`src/rtl/reg_file_wb.sv`:
```
// ---------------------------------------------------------------------------
// reg_file_wb
//  32-entry integer register file for the single-cycle RISC-V core. It is the
//  write-back sink of the register-select mux, it provides two combinational
//  read ports (rs1/rs2) and it has one synchronous write port. x0 always reads
//  zero and has no storage. x2 (sp) resets to SP_INIT. Every other register
//  resets to zero.
//
//  Ports
//   clk        in   1        core clock; writes on rising edge
//   reset      in   1        asynchronous, active-high; reinitialises array
//   reg_write  in   1        write enable from control unit
//   rd_addr    in   ADDR_W   destination register index
//   wr_data    in   DATA_W   write-back data
//   rs1_addr   in   ADDR_W   read port 1 index
//   rs2_addr   in   ADDR_W   read port 2 index
//   rs1_data   out  DATA_W   read port 1 data (combinational)
//   rs2_data   out  DATA_W   read port 2 data (combinational)
//
//  Configuration macro
//   REGFILE_BYPASS_EN  when defined, a write in flight is forwarded to any read
//                      port that addresses the same non-zero register in the
//                      same cycle. When undefined, a colliding read returns
//                      the old array contents.
// ---------------------------------------------------------------------------
module reg_file_wb #(
   parameter int                DATA_W  = 32,
   parameter int                ADDR_W  = 5,
   parameter logic [DATA_W-1:0] SP_INIT = '0
) (
   input  logic              clk,
   input  logic              reset,
   input  logic              reg_write,
   input  logic [ADDR_W-1:0] rd_addr,
   input  logic [DATA_W-1:0] wr_data,
   input  logic [ADDR_W-1:0] rs1_addr,
   input  logic [ADDR_W-1:0] rs2_addr,
   output logic [DATA_W-1:0] rs1_data,
   output logic [DATA_W-1:0] rs2_data
);

   localparam int DEPTH = 2**ADDR_W;

   // Index 0 is deliberately absent: x0 has no flop.
   logic [DATA_W-1:0] regs [1:DEPTH-1];

   logic wr_en;
   assign wr_en = reg_write && (rd_addr != '0);

   always_ff @(posedge clk or posedge reset) begin
      if (reset) begin
         for (int i = 1; i < DEPTH; i++) begin
            regs[ADDR_W'(i)] <= (i == 2) ? SP_INIT : '0;
         end
      end else if (wr_en) begin
         regs[rd_addr] <= wr_data;
      end
   end

   logic [DATA_W-1:0] rs1_arr;
   logic [DATA_W-1:0] rs2_arr;

   always_comb begin
      rs1_arr = '0;
      rs2_arr = '0;
      if (rs1_addr != '0) rs1_arr = regs[rs1_addr];
      if (rs2_addr != '0) rs2_arr = regs[rs2_addr];
   end

`ifdef REGFILE_BYPASS_EN
   // Forward the write in flight. wr_en already excludes rd=0, so x0 stays 0.
   assign rs1_data = (wr_en && (rs1_addr == rd_addr)) ? wr_data : rs1_arr;
   assign rs2_data = (wr_en && (rs2_addr == rd_addr)) ? wr_data : rs2_arr;
`else
   assign rs1_data = rs1_arr;
   assign rs2_data = rs2_arr;
`endif

endmodule

```
`config.mk`:
```
export PLATFORM = sky130hd
export DESIGN_NAME = reg_file_wb
export DESIGN_NICKNAME = d
export VERILOG_FILES = /design/src/rtl/reg_file_wb.sv
export SDC_FILE = /design/constraint.sdc
export NUM_CORES = 2
export LEC_CHECK = 0
export BUFFER_PORTS_ARGS = -buffer_cell sky130_fd_sc_hd__buf_2
export CAP_MARGIN = 20
export CORE_MARGIN = 10
export CORE_UTILIZATION = 45
export CTS_CLUSTER_DIAMETER = 60
export DETAILED_ROUTE_END_ITERATION = 16
export SKIP_LAST_GASP = 1
export SYNTH_ARGS = -nofsm -noshare
export SYNTH_HDL_FRONTEND = slang
export SYNTH_SLANG_ARGS = --single-unit
```
`constraint.sdc`:
```
create_clock -name clk -period 25.8 [get_ports clk]
set_clock_uncertainty 0.05 [all_clocks]
set_input_delay 1.29 -clock clk [delete_from_list [all_inputs] [get_ports clk]]
set_output_delay 1.29 -clock clk [all_outputs]
set_load 0.01 [all_outputs]
```
==> flow_summary.toml <==
[route]
dr_wl_met3_um = 12900
wire_per_inst_um = 33.4
drcViolationCount = 0
ant_nets = 0
first_iter_violations = 3409
drt-pass1-iter-count = 5
routed_wl_um = 166000
highest_layer = "met5"
wl_met2_um = 78600
vias_per_cell = 6.62
vias = 32861
met1Wirelength_um = 66600

[synth]
syn-num-nets = 3448
synthDistinctLibCells = 42
synth_top_family_by_area = "multiplexers"
syn_area_um2 = 50100
synth_edf_count = 512
synth_compound_gate_area_share_pct = 7.13
ys_warn_count = 0
synthFlopType = "edfxtp_1"
synth-xor-area-share_pct = 0
ys_async_sr_fraction_pct = 48.4
ys_seq_area_share_pct = 54.7
syn_avg_cell_area_um2 = 14.7
syn_inst = 3398
synth_mux_area_share_pct = 31.2
synth_fa_ha_area_share_pct = 0
yosys.area_share.simple_pct = 3.43
synth_seq_cells = 992

[status]
outcome = "complete, no violations"

[placement]
port_buffers = 113
place_hpwl_um = 94200
placedCellCount = 4760
post-place-ws_ns = 19.22
place_area_um2 = 51600
gp_congestion = 0.828

[grt]
grt_first_pass_wirelength_um = 240000
grt_pass1_vias = 34656
antenna_found_initial = 10
grt.overflow.total = 0
grt_max_degree = 167
grt_use_total_pct = 25.7

[clock_network]
ctsHoldBuffers = 0
numCtsBuffers = 108
cts_tree = "yes"
clk_latency_ns = 0.68
cts.clk_slew.worst_paths_ns = 0.06
clock_sinks = 992
cts_root_buffer = "clkbuf_16"
ctsLongestPathBuffers = 3
cts_max_level = 3
cts_resized = 0
cts_setup_buffers = 0

[floorplan]
num_io_pins = 114
die_w_um = 354
core_area_um2 = 111000
die_y_um = 354
fp-row-count = 122
start_util_pct = 45.3
die_area_um2 = 125000

[worst_hold_path]
hold_end = "regs[974]"
hp-start = "regs[974]"
hold_path_class = "reg2reg"
min_path_cells = 1

[final_layout]
largest_register_ffs = 992
final_cell_area_um2 = 55300
multi_input_area_um2 = 21200
layout-drive-gt1-share_pct = 36.7
final_nets = 3433
regMostFlops = "regs"
n_fill_cell = 9344
top_regs = "regs: 992 flops"
ff_latch_area_um2 = 27400
fin_cells = 4967
syn_to_final_growth_pct = 10.3

[sta]
max_slew.worst_pin.slew_ns = 1.17
setup_slack_ns = 19.21
finalSetupViolCount = 0
fin_crit_sh_pct = 25.5
rsz0062_at_grt = "no"
relSlewSlack_pct = 21.7
fin_crit_ns = 6.59
fin_setup_tns_ns = 0
maxSlewViolCount = 0
hold_violations = 0
fmaxAchievable_mhz = 152

[pwr]
leakage_nw = 21.9
total_power_mw = 4.16
power.density_nw_per_um2 = 75.2
peakVddDrop_uv = 66.3

[setup_path]
worst_r2r_endpoint = "regs[953]"
path_class = "in2out"
worstPathMaxFanout = 70
startpoint_type = "primary input"
reg2reg_slack_ns = 24.93
crit_arrival_ns = 5.25
rr_startpoint = "regs[953]"
rr_worst_depth = 1
cp.required_ns = 24.46
worst_setup_path_end_kind = "output pin"

[job]
maxCapViolations = 0
## worst max-delay path, cell delays in order
cell	delay (ns)
buf_4	0.52
buf_4	0.98
nand2b_4	0.60
buf_4	0.76
o22ai_1	0.14
nor3_1	0.42
nor3_2	0.18
buf_2	0.20
## layout by cell type, fill, tap and decap left out, types with 3 or more instances in the layout
cell and n:
mux2_2 667, clkbuf_16 117, nand2_2 9, a221oi_1 62, buf_2 107, inv_6 6
nand2_4 6, clkbuf_1 27, a22oi_1 63, o22ai_1 318, mux4_2 130, nor2b_4 5
nor2_1 5, buf_4 73, nand2_1 6, clkinv_1 4, clkinv_2 24, bufinv_16 7
nor2_4 19, edfxtp_1 512, o31a_1 62, nand2b_4 4, mux2i_1 517, nor3_1 130
nor3_2 62, dfrtp_1 480, clkbuf_8 9, clkinvlp_4 6, or2_2 3
## synthesized netlist by cell type, types with 4 or more instances
cell type | count | area, µm²
nand2_1 | 21 | 78.8
nor2b_1 | 5 | 31.3
mux2_2 | 667 | 7510
mux2i_1 | 517 | 5170
clkbuf_1 | 88 | 330
or2_2 | 4 | 25.0
buf_8 | 4 | 60.1
buf_4 | 58 | 435
mux4_2 | 130 | 2930
nand2b_1 | 8 | 50.1
nor3_1 | 130 | 651
dfrtp_1 | 480 | 12000
buf_2 | 111 | 556
buf_6 | 30 | 338
o22ai_1 | 318 | 1990
o31a_1 | 62 | 543
edfxtp_1 | 512 | 15400
nor3_2 | 62 | 621
buf_1 | 18 | 67.6
nor2_1 | 22 | 82.6
a221oi_1 | 62 | 543
a22oi_1 | 63 | 473
## final cells by class
cell class / instances / share of cell area [%]
well taps: 1488 / 3.37
inverters: 1 / 0.0204
repair buffers: 185 / 2.14
clock inverters: 50 / 0.863
flip-flops and latches: 992 / 49.6
clock buffers: 154 / 5.72
diodes: 2 / 0.00906
multi-input cells: 2095 / 38.3
## how the worst max path moves through the flow
stage | startpoint | to | slack, ns | depth (start not counted)
CTS | rs1_addr[1] | rs1_data[25] | 19.20 | 7
global placement | rs1_addr[1] | rs1_data[25] | 19.30 | 7
finish | rs1_addr[1] | rs1_data[19] | 19.21 | 8
global route | rs2_addr[1] | rs2_data[19] | 19.21 | 8
floorplan | reset | regs[32] | 11.04 | 3
detailed placement | rs1_addr[1] | rs1_data[25] | 19.22 | 7
## metrics by stage
step / hold slack, ns / util [%]
detailed placement: 0.459 / 46.6
global placement: 0.449 / 46.6
CTS: 0.475 / 49.9
global route: 0.492 / 49.9
finish: 0.475 / 49.9
floorplan: 0.440 / -
## per-layer routing
| layer | vias up | GRT usage [%] |
|---|---|---|
| li1 | 13518 | - |
| met1 | 17361 | 33.5 |
| met2 | 1575 | 41.6 |
| met3 | 401 | 4.69 |
| met4 | 6 | 11.8 |
| met5 | - | 0 |
## cell families after synthesis
logic type / after synthesis
compound gates: 508
buf+inv: 311
flops: 992
mux: 1314
simple gates: 273
## power by group
part	internal, mW	leakage (nW)	switching (mW)
Clock	0.925	1.79	0.652
Sequential	1.82	10.7	0.112
Combinational	0.327	9.38	0.317
(Power assumes the default switching activity.)
